$ cat config.mk
export PLATFORM = sky130hd
export DESIGN_NAME = adpll_lock_sequencer
export DESIGN_NICKNAME = d
export VERILOG_FILES = /design/src/rtl/adpll_pkg.sv /design/src/rtl/adpll_ref_sampler.sv /design/src/rtl/adpll_lock_sequencer.sv
export SDC_FILE = /design/constraint.sdc
export NUM_CORES = 1
export LEC_CHECK = 0
export ABC_AREA = 0
export BUFFER_PORTS_ARGS = -buffer_cell sky130_fd_sc_hd__buf_4
export CORE_UTILIZATION = 55
export CTS_CLUSTER_DIAMETER = 120
export DETAILED_ROUTE_END_ITERATION = 16
export GPL_TIMING_DRIVEN = 0
export PLACE_DENSITY = 0.75
export SYNTH_ARGS = -nofsm -noshare
export SYNTH_HDL_FRONTEND = slang
export SYNTH_SLANG_ARGS = --single-unit
$ cat constraint.sdc
create_clock -name fpga_clk_i -period 2.65 [get_ports fpga_clk_i]
set_clock_uncertainty 0.1 [all_clocks]
set_input_delay 0.53 -clock fpga_clk_i [delete_from_list [all_inputs] [get_ports fpga_clk_i]]
set_output_delay 0.53 -clock fpga_clk_i [all_outputs]
set_load 0.03 [all_outputs]
$ cat src/rtl/adpll_pkg.sv
// Shared types and default constants for the ADPLL acquisition/lock sequencer.
package adpll_pkg;

    typedef enum logic [2:0] {
        ST_OFF      = 3'd0,
        ST_LOOP_RST = 3'd1,
        ST_COARSE   = 3'd2,
        ST_FINE     = 3'd3,
        ST_LOCKED   = 3'd4
    } state_e;

    typedef struct packed {
        logic pll_reset;
        logic pll_enable;
        logic kp;
        logic ki;
        logic locked;
    } loop_ctrl_t;

    localparam int DEF_ERROR_WIDTH   = 8;
    localparam int DEF_COARSE_THRESH = 8;
    localparam int DEF_LOCK_THRESH   = 2;
    localparam int DEF_LOCK_COUNT    = 16;
    localparam int DEF_UNLOCK_COUNT  = 4;
    localparam int DEF_RESET_CYCLES  = 16;
    localparam int DEF_TIMEOUT_EDGES = 1024;

    // Loop control pins are a pure function of the state (Moore).
    function automatic loop_ctrl_t decode_ctrl(input state_e st);
        loop_ctrl_t c;
        c = '{pll_reset: 1'b1, pll_enable: 1'b0, kp: 1'b0, ki: 1'b0, locked: 1'b0};
        unique case (st)
            ST_LOOP_RST: c.pll_enable = 1'b1;
            ST_COARSE:   c = '{pll_reset: 1'b0, pll_enable: 1'b1, kp: 1'b1, ki: 1'b1, locked: 1'b0};
            ST_FINE:     c = '{pll_reset: 1'b0, pll_enable: 1'b1, kp: 1'b0, ki: 1'b0, locked: 1'b0};
            ST_LOCKED:   c = '{pll_reset: 1'b0, pll_enable: 1'b1, kp: 1'b0, ki: 1'b0, locked: 1'b1};
            default:     ;
        endcase
        return c;
    endfunction

endpackage

$ cat src/rtl/adpll_ref_sampler.sv
// Brings the asynchronous reference clock into fpga_clk_i and captures the
// phase error once per reference rising edge as a one-cycle valid sample.
module adpll_ref_sampler #(
    parameter int ERROR_WIDTH = 8
) (
    input  logic                          fpga_clk_i,
    input  logic                          reset_i,
    input  logic                          ref_clk_i,
    input  logic signed [ERROR_WIDTH-1:0] error_i,
    output logic                          sample_valid_o,
    output logic signed [ERROR_WIDTH-1:0] sample_err_o
);

    logic ref_meta;
    logic ref_sync;
    logic ref_prev;
    logic ref_rise;

    assign ref_rise = ref_sync & ~ref_prev;

    // NOTE: sequential state uses non-blocking assignments so every flop
    // samples the pre-edge value of its neighbours.
    always_ff @(posedge fpga_clk_i) begin
        if (!reset_i) begin
            ref_meta       <= 1'b0;
            ref_sync       <= 1'b0;
            ref_prev       <= 1'b0;
            sample_valid_o <= 1'b0;
            sample_err_o   <= '0;
        end else begin
            ref_meta       <= ref_clk_i;
            ref_sync       <= ref_meta;
            ref_prev       <= ref_sync;
            sample_valid_o <= ref_rise;
            if (ref_rise) begin
                sample_err_o <= error_i;
            end
        end
    end

endmodule

$ cat src/rtl/adpll_lock_sequencer.sv
// ADPLL acquisition/lock FSM: OFF -> LOOP_RST -> COARSE -> FINE -> LOCKED.
// Define ADPLL_LOCK_TIMEOUT_EN to re-reset the loop if acquisition stalls.
module adpll_lock_sequencer
    import adpll_pkg::*;
#(
    parameter int ERROR_WIDTH   = DEF_ERROR_WIDTH,
    parameter int COARSE_THRESH = DEF_COARSE_THRESH,
    parameter int LOCK_THRESH   = DEF_LOCK_THRESH,
    parameter int LOCK_COUNT    = DEF_LOCK_COUNT,
    parameter int UNLOCK_COUNT  = DEF_UNLOCK_COUNT,
    parameter int RESET_CYCLES  = DEF_RESET_CYCLES
`ifdef ADPLL_LOCK_TIMEOUT_EN
    ,
    parameter int TIMEOUT_EDGES = DEF_TIMEOUT_EDGES
`endif
) (
    input  logic                   fpga_clk_i,
    input  logic                   reset_i,
    input  logic                   enable_i,
    input  logic                   ref_clk_i,
    input  logic [ERROR_WIDTH-1:0] error_i,
    output logic                   pll_reset_o,
    output logic                   pll_enable_o,
    output logic                   kp_o,
    output logic                   ki_o,
    output logic                   locked_o,
    output logic [2:0]             state_o
);

    localparam int EW = ERROR_WIDTH;
    localparam int CW = $clog2(LOCK_COUNT + 1);
    localparam int MW = $clog2(UNLOCK_COUNT + 1);
    localparam int RW = $clog2(RESET_CYCLES + 1);

    localparam logic signed [EW-1:0] MOST_NEG   = {1'b1, {(EW-1){1'b0}}};
    localparam logic [EW-1:0]        MAX_POS    = {1'b0, {(EW-1){1'b1}}};
    localparam logic [EW-1:0]        COARSE_LIM = EW'(COARSE_THRESH);
    localparam logic [EW-1:0]        LOCK_LIM   = EW'(LOCK_THRESH);
    localparam logic [CW-1:0]        RUN_MAX    = CW'(LOCK_COUNT);
    localparam logic [CW-1:0]        RUN_LAST   = CW'(LOCK_COUNT - 1);
    localparam logic [MW-1:0]        MISS_MAX   = MW'(UNLOCK_COUNT);
    localparam logic [MW-1:0]        MISS_LAST  = MW'(UNLOCK_COUNT - 1);
    localparam logic [RW-1:0]        RST_MAX    = RW'(RESET_CYCLES);
    localparam logic [RW-1:0]        RST_LAST   = RW'(RESET_CYCLES - 1);

    state_e                 state_q, state_d;
    loop_ctrl_t             ctrl_q, ctrl_d;
    logic                   sample_valid;
    logic signed [EW-1:0]   sample_err;
    logic [EW-1:0]          mag;
    logic                   in_coarse, in_lock;
    logic [CW-1:0]          run_cnt;
    logic [MW-1:0]          miss_cnt;
    logic [RW-1:0]          rst_cnt;
    logic                   timeout_hit;

    adpll_ref_sampler #(.ERROR_WIDTH(EW)) u_ref_sampler (
        .fpga_clk_i     (fpga_clk_i),
        .reset_i        (reset_i),
        .ref_clk_i      (ref_clk_i),
        .error_i        ($signed(error_i)),
        .sample_valid_o (sample_valid),
        .sample_err_o   (sample_err)
    );

    // Saturating magnitude: the most negative code has no positive twin.
    always_comb begin
        if (sample_err == MOST_NEG) begin
            mag = MAX_POS;
        end else if (sample_err[EW-1]) begin
            mag = $unsigned(-sample_err);
        end else begin
            mag = $unsigned(sample_err);
        end
    end

    assign in_coarse = (mag <= COARSE_LIM);
    assign in_lock   = (mag <= LOCK_LIM);

`ifdef ADPLL_LOCK_TIMEOUT_EN
    localparam int TW = $clog2(TIMEOUT_EDGES + 1);
    localparam logic [TW-1:0] TMO_MAX  = TW'(TIMEOUT_EDGES);
    localparam logic [TW-1:0] TMO_LAST = TW'(TIMEOUT_EDGES - 1);

    logic [TW-1:0] tmo_cnt;
    logic          acquiring;

    assign acquiring   = (state_q == ST_COARSE) || (state_q == ST_FINE);
    assign timeout_hit = acquiring && sample_valid && (tmo_cnt >= TMO_LAST);

    // Spans COARSE<->FINE bounces so a loop that never settles is caught.
    always_ff @(posedge fpga_clk_i) begin
        if (!reset_i || !((state_d == ST_COARSE) || (state_d == ST_FINE))) begin
            tmo_cnt <= '0;
        end else if (acquiring && sample_valid && tmo_cnt != TMO_MAX) begin
            tmo_cnt <= tmo_cnt + 1'b1;
        end
    end
`else
    assign timeout_hit = 1'b0;
`endif

    always_ff @(posedge fpga_clk_i) begin
        if (!reset_i) begin
            state_q <= ST_OFF;
            ctrl_q  <= decode_ctrl(ST_OFF);
        end else begin
            state_q <= state_d;
            ctrl_q  <= ctrl_d;
        end
    end

    // NOTE: state_d gets a default before the case so no path infers a latch.
    always_comb begin
        state_d = state_q;
        if (!enable_i) begin
            state_d = ST_OFF;
        end else if (timeout_hit) begin
            state_d = ST_LOOP_RST;
        end else begin
            unique case (state_q)
                ST_OFF:      state_d = ST_LOOP_RST;
                ST_LOOP_RST: if (rst_cnt >= RST_LAST) state_d = ST_COARSE;
                ST_COARSE:   if (sample_valid && in_coarse && run_cnt >= RUN_LAST) state_d = ST_FINE;
                ST_FINE: begin
                    if (sample_valid && !in_coarse)                         state_d = ST_COARSE;
                    else if (sample_valid && in_lock && run_cnt >= RUN_LAST) state_d = ST_LOCKED;
                end
                ST_LOCKED: begin
                    if (sample_valid && !in_coarse)                            state_d = ST_COARSE;
                    else if (sample_valid && !in_lock && miss_cnt >= MISS_LAST) state_d = ST_FINE;
                end
                default:     state_d = ST_OFF;
            endcase
        end
    end

    // Decoding the next state keeps registered outputs aligned with state_o.
    always_comb begin
        ctrl_d = decode_ctrl(state_d);
    end

    always_ff @(posedge fpga_clk_i) begin
        if (!reset_i || state_d != state_q) begin
            run_cnt  <= '0;
            miss_cnt <= '0;
            rst_cnt  <= '0;
        end else begin
            unique case (state_q)
                ST_LOOP_RST: if (rst_cnt != RST_MAX) rst_cnt <= rst_cnt + 1'b1;
                ST_COARSE, ST_FINE: begin
                    if (sample_valid) begin
                        if (!(state_q == ST_COARSE ? in_coarse : in_lock)) run_cnt <= '0;
                        else if (run_cnt != RUN_MAX)                        run_cnt <= run_cnt + 1'b1;
                    end
                end
                ST_LOCKED: begin
                    if (sample_valid) begin
                        if (in_lock)                miss_cnt <= '0;
                        else if (miss_cnt != MISS_MAX) miss_cnt <= miss_cnt + 1'b1;
                    end
                end
                default: ;
            endcase
        end
    end

    assign pll_reset_o  = ctrl_q.pll_reset;
    assign pll_enable_o = ctrl_q.pll_enable;
    assign kp_o         = ctrl_q.kp;
    assign ki_o         = ctrl_q.ki;
    assign locked_o     = ctrl_q.locked;
    assign state_o      = state_q;

endmodule

==> results.md, run 1 <==
- Status: finished clean
- P&R area growth vs syn: 19.4%
- CTS H-Tree Depth: 2
- Maxcap violations: 0
- PD cells: 442 nW/um^2
- N_diodes: 0
- Latest clock arrival within the worst-skew pair: between 300 and 400 ps
- I/O Buffers: 19
- Seq/Total Area, Yosys: ~33%
- Main synth FF type: dfxtp_1
- Max Transition Viols Final: 0
- Die span in x: 61.8 um
- CTS tree: yes
- Static Leak: 0.863 nW
- Cell count after synthesis: between 200 and 250
- Post-synth EDFFs: 0
- CP startpoint: u_ref_sampler.sample_err_o[1]
- Setup TNS: 0 ps
- Syn_nets: 256
- Hold Path Origin: ref_clk_i
- Synthesized area per cell: roughly 8.4 sq um
- DRC violations left: 0
- Initial antenna violation count: 0
- Yosys cell types: between 50 and 60
- Vias per cell: between 5 and 6
- Crit share post-route: 95.0%
- Maximum vdd drop: 0.234 mV
- # clock sinks: 32
- Core Footprint: around 3400 sq um
- CP arrival: 2640 ps
- Commonest cells post-synth: dfxtp_1, nand2_1, nor2_1, nor2b_1, inv_1
- Layout cells sized above 1: 21.9%
- Cell with the most instances after synthesis: dfxtp_1
- CTS buffer count: 5
- Worst-path clk slew: between 100 and 150 ps
- Synth Warn #: 0
- Global-route wire length before repair: 6180 um
- Worst Setup End Kind: register
- Mapped Area: 1970 sq um
- WL per Instance: 13.2 um
- Ys async rst share: 0%
- Slack of the worst reg-to-reg path: ~130 ps
- Top Ports: 20
- Yosys reg bits: 32
- Slew @ Worst Pin: 886 ps
- DP Cell Count: between 200 and 300
- Yosys top cell by area: dfxtp_1
- Top-area cell type share of the netlist area: 32.6%
- Worst endpoint required time: 2770 ps
- DPL Wire Length: approximately 2800 um
- Die ar.: 3820 sq um
- Final hold violations: 0
- Final setup vio count: 0
- Count of non-filler cells in the finished layout: roughly 310
- Initial Utilization: about three fifths
- Largest net degree at the start of global routing: 12
- Root Driver: clkbuf_4
- GR Overflow Total: 0
- Crit start category: register
- Via count: 1,751
- Slew headroom: 40.1%
- GRT Total Usage: 22.0%
- Hold Crit Class: in -> reg
- DR iter-0 viols: slightly above 80
- Row count: 21
- Clk buf depth: 2
- Min Clock Period, post-route: 2520 ps
- Die height: 61.8 um
- RD Place Congestion: 0.855
- Reg2reg start: u_ref_sampler.sample_err_o[1]
- Total Nets Final: 286
- Detail Route Antenna Nets: 0
- Peak Freq: 397 MHz
- Total iterations of the first detailed-routing run: 4
- Top post-synthesis cells by area: dfxtp_1, ha_1, nor2b_1
- Critical Path Fanout Max: 7
- Vias in the first global route: 1,455
- Critical path class: reg -> reg
- Routed wire length: 4090 um
## power by group
group | leakage, nW | internal (mW) | switching [mW]
Combinational | 0.561 | 0.0729 | 0.0882
Sequential | 0.260 | 0.492 | 0.00850
Clock | 0.0412 | 0.197 | 0.179
## cells in the final DEF (no fill, tap or decap), types with 2 or more instances in the layout
cell type and n:
nand4_1 5, o21a_1 2, buf_2 3, mux2i_1 8, dfxtp_1 31, ha_1 9, inv_1 13, o21ai_2 2
and3_1 3, o211ai_1 2, buf_4 24, a22o_1 2, o21bai_1 2, nor3_1 11, a21oi_1 11, nand3_1 6
clkbuf_4 5, o21ai_0 9, a21oi_2 2, nor2_1 15, a31oi_1 3, a22oi_1 3, a211oi_1 3, and2_1 7
nand2_1 19, nor3b_1 3, nor4b_1 4, xor2_1 2, nor2b_1 15, clkbuf_1 5, buf_6 3
## through the flow
stage | instance area (sq um) | hold WS, ps | utilization (%) | power [mW] | worst slack (ps)
2_1_floorplan | 1970 | 292 | - | 0.616 | 191
3_3_place_gp | 2170 | 308 | 63.9 | 0.654 | -110
3_5_place_dp | 2170 | 312 | 63.9 | 0.655 | -151
4_1_cts | 2280 | 284 | 67.3 | 1.03 | 12.2
5_1_grt | 2350 | 274 | 69.3 | 1.09 | -11.0
6_report | 2350 | 295 | 69.3 | 1.04 | 132
## final timing paths
check | to | cells past startpoint
hold reg to reg | u_ref_sampler.sample_valid_o | 1
hold / removal | u_ref_sampler.ref_meta | 2
setup / recovery | run_cnt[1] | 10
setup reg to reg | run_cnt[1] | 10
## sequential cells by signal, summed over array words and instances (netlist names)
| signal | flops |
|---|---|
| kp_o | 1 |
| u_ref_sampler.sample_err_o | 8 |
| state_o | 3 |
| u_ref_sampler.ref_prev | 1 |
| u_ref_sampler.sample_valid_o | 1 |
| pll_reset_o | 1 |
| run_cnt | 5 |
| locked_o | 1 |
| u_ref_sampler.ref_sync | 1 |
| miss_cnt | 3 |
| rst_cnt | 5 |
| pll_enable_o | 1 |
| u_ref_sampler.ref_meta | 1 |
## timing repair
action / CTS / global route
setup endpoints to repair: 11 / 13
hold endpoints to repair: 0 / 0
pin swaps: 2 / 4
gates cloned: 0 / 1
hold buffers: 0 / 0
setup buffers: 2 / 1
resized for setup: 3 / 12
## metal layers
layer	part of all wire, %	GRT usage (%)	vias up	wire [um]
met5	0	0	-	0
met4	1.4	7.94	0	56
met3	4.0	5.80	6	162
met2	45	34.1	34	1850
met1	49	29.5	810	2030
li1	-	-	901	-
## cell type report
cell class	instances	area, sq um
buffer	12	71.3
clock buffer	5	37.5
clock inverter	3	42.5
fill	292	1040
inverter	14	52.6
multi-input combinational	176	1270
sequential	32	644
tap	46	57.6
timing repair buffer	23	176
## logic make-up after synthesis
family,count (synthesis),synth area share (%)
and+or+nand+nor,98,27.9
AOI/OAI and AO/OA,56,20.7
DFF,32,32.6
buffers and inverters,26,6.30
adders and majority gates,10,6.36
muxes,9,4.83
xor gates and xnor gates,3,1.34
## worst max-delay path, cell delays in order (launching register included)
cell,delay [ps]
dfxtp_1,350
inv_1,130
ha_4,180
nor3b_4,260
o2111a_1,260
or2_4,170
nand3_4,110
mux2_4,330
a32oi_4,260
buf_4,180
a211oi_1,40
Note: power is estimated with default switching activity, not from simulation.
==> run 2, diff against run 1 <==
- ABC_AREA: 0 -> 1
==> run 2 against run 1 <==
Against the previous run:
- clock power is 12% higher
- register-to-register slack better by 140 ps
- hold slack worse by 18 ps
- synthesized cell count is 20% higher
- sequential cell count stayed put
- critical path type unchanged
- combinational power is 6% higher
- power is 5.3% higher
- global-route usage is 0.98 points lower
- critical path depth is 10 higher
- largest power group unchanged
- wire length is 13% lower
- clock-buffer cell count is 2 higher
==> results.md, run 2 <==
- Max reg flops: 8 (unchanged)
- Top-area cell type share of the netlist area: 33.1% (+0.57 points)
- Ys async rst share: 0% (unchanged)
- Initial antenna violation count: 0 (unchanged)
- Worst-path clk slew: 100 ps (-20 ps)
- Total Nets Final: 329 (+15%)
- Commonest cells post-synth: nand2_1, inv_1, nor2_1
- DPL Wire Length: 2710 um (-3.9%)
- Seq/Total Area, Yosys: 33.1% (+0.57 points)
- Status: finished clean
- Main synth FF type: dfxtp_1
- Yosys reg bits: 32 (unchanged)
- Cell with the most instances after synthesis: nand2_1
- Critical path class: reg -> reg
- Vias in the first global route: 1,462 (+0.48%)
- Vias per cell: 4.81 (-15%)
- Peak Freq: 420 MHz (+5.7%)
- Die height: 61.3 um (-0.83%)
- Slew headroom: 69.1% (+29 points)
- Layout cells sized above 1: 22.7% (+0.84 points)
- Unrepaired setup endpoints after global routing: no
- Setup TNS: 0 ps (unchanged)
- Worst endpoint required time: 2790 ps (+20 ps)
- N_diodes: 0 (unchanged)
- Yosys cell types: 27 (-52%)
- DP Cell Count: 345 (+15%)
- Yosys top cell by area: dfxtp_1
- CTS tree: yes
- Min Clock Period, post-route: 2380 ps (-136 ps)
- Critical Path Fanout Max: 10 (+3)
- WHS: 277 ps (-17.6 ps)
- Initial Utilization: 57.5% (-0.55 points)
- # hold bufs at CTS: 0 (unchanged)
- Via count: 1,702 (-2.8%)
- WL per Instance: 10.0 um (-24%)
- Synth Warn #: 0 (unchanged)
- Count of non-filler cells in the finished layout: 354 (+14%)
- Post-layout util: 67.0% (-2.2 points)
- Die span in x: 61.3 um (-0.83%)
- Maxcap violations: 0 (unchanged)
- Switching Share: 26.3% (-0.36 points)
- CP arrival: 2520 ps (-120 ps)
- Final setup vio count: 0 (unchanged)
- Worst Setup End Kind: register
- Syn_nets: 302 (+18%)
- Top Registers: u_ref_sampler.sample_err_o x8, rst_cnt x5, run_cnt x5
- DRC violations left: 0 (unchanged)
- Commonest non-fill, non-tap cell in the layout: nand2_1
- CTS buffer count: 5 (unchanged)
- Maximum vdd drop: 0.342 mV (+46%)
- Reg power frac: 45.9% (-2.3 points)
- Max Transition Viols Final: 0 (unchanged)
- Most frequent cells in the layout: nand2_1, inv_1, nor2_1
- Mapped Area: 1930 sq um (-1.7%)
- Latest clock arrival within the worst-skew pair: 340 ps (about the same)
- I/O Buffers: 19 (unchanged)
- CTS H-Tree Depth: 2 (unchanged)
- RD Place Congestion: 0.826 (-3.5%)
- Hold path cells: 3 (+1)
- Die ar.: 3760 sq um (-1.7%)
- Top reg by flops: u_ref_sampler.sample_err_o
- Pwr Total: 1.09 mW (+5.3%)
- GRT Total Usage: 21.0% (-0.98 points)
- Clk pwr share: 38.5% (+2.3 points)
- Final hold violations: 0 (unchanged)
- PD cells: 484 nW/um^2 (+9.7%)
- Core Footprint: 3360 sq um (-0.78%)
- Routed wire length: 3550 um (-13%)
- Total iterations of the first detailed-routing run: 4 (unchanged)
- Cell-internal power: 806 uW (+5.9%)
- Final WS setup: 269 ps (+136 ps)
- Slew @ Worst Pin: 459 ps (-427 ps)
- Top post-synthesis cells by area: dfxtp_1, nand2_1, inv_1
- Row count: 21 (unchanged)
- Crit start category: register
- Cell count after synthesis: 280 (+20%)
- Detail Route Antenna Nets: 0 (unchanged)
- Hold Crit Class: in -> reg
- Largest net degree at the start of global routing: 11 (-1)
- R2R cell count: 20 (+10)
- Crit share post-route: 89.9% (-5.2 points)
- Synthesized area per cell: 6.90 sq um (-18%)
- DR iter-0 viols: 60 (-27%)
- # clock sinks: 32 (unchanged)
- Dpl ws: 196 ps (+347 ps)
- Design Area, Final: 2250 sq um (-4.0%)
- Clk buf depth: 2 (unchanged)
- Static Leak: 0.994 nW (+15%)
- Global-route wire length before repair: 5820 um (-5.8%)
- Placed Area: 2130 sq um (-1.6%)
- Top Ports: 20 (unchanged)
- GR Overflow Total: 0 (unchanged)
- Comb pwr share: 15.5% (about the same)
- Root Driver: clkbuf_4
- NetSw: 287 uW (+3.9%)
- P&R area growth vs syn: 16.6%
- Post-synth EDFFs: 0 (unchanged)
## run 2: cell count changes after synthesis, moves of 4 or more
cell / delta
nor2_2: +15
nand2_1: +29
and2_1: -7
nand2_2: +9
nor4b_1: -4
inv_1: +32
mux2i_1: -8
nor2b_1: -15
nand3_1: +15
o21ai_0: +8
nor3_1: -8
nor2_1: +23
## run 2: metal layers
layer	part of all wire [%]	GRT usage, %	wire (um)	up-vias
met1	50	26.3	1760	735
met2	45	34.8	1610	28
met4	1.4	6.82	49	0
met5	0	0	0	-
li1	-	-	-	933
met3	3.5	6.30	126	6
## run 2: kinds of logic after synthesis
kind of cell             after synthesis  synth area share [%]
AND/OR/NAND/NOR                      144                  35.7
buffers and inverters                 52                  11.1
AO/OA/AOI/OAI                         38                  11.8
flip-flops                            32                  33.1
adder cells (fa/ha/maj)               10                  6.47
XOR/XNOR                               4                  1.81
## run 2: final cells by class
| class | count | area [sq um] |
|---|---|---|
| timing repair buffer | 20 | 150 |
| sequential | 32 | 641 |
| multi-input combinational | 196 | 1090 |
| clock buffer | 7 | 65.1 |
| buffer | 5 | 41.3 |
| inverter | 47 | 176 |
| tap | 46 | 57.6 |
| clock inverter | 1 | 30.0 |
| fill | 328 | 1110 |
## run 2: what timing repair did
item	CTS	global route
setup buffers	0	1
gates resized for setup	0	5
setup endpoints to repair	0	12
## run 2: power by group through the flow
stage	clock network [mW]	registers [mW]	logic [mW]
after CTS	0.430	0.502	0.160
final	0.421	0.502	0.170
after global placement	0	0.513	0.157
after floorplan	0	0.514	0.118
after detailed placement	0	0.513	0.159
after global routing	0.453	0.504	0.190
## run 2: path summary, 6_finish.rpt
check	startpoint	endpoint	slack, ps
worst min-delay path	ref_clk_i	u_ref_sampler.ref_meta	280
worst max register to register	u_ref_sampler.sample_err_o[1]	miss_cnt[2]	270
worst min register to register	u_ref_sampler.ref_prev	u_ref_sampler.sample_valid_o	310
worst max-delay path	u_ref_sampler.sample_err_o[1]	miss_cnt[2]	270
## run 2: worst max-delay path: stages (launching register included)
cell and delay [ps]:
dfxtp_1 330, inv_1 140, ha_4 170, inv_1 60, nand2_1 60, nand2_1 50
nand2_1 60, inv_1 40, nor2_2 110, nand3_1 100, nand2_2 130, nand2_4 90
nand3_1 100, nand3_1 130, nand2_2 110, nand2_1 50, nand2_1 70, nor2_2 40
nand2_2 120, buf_8 170, nor2_2 40
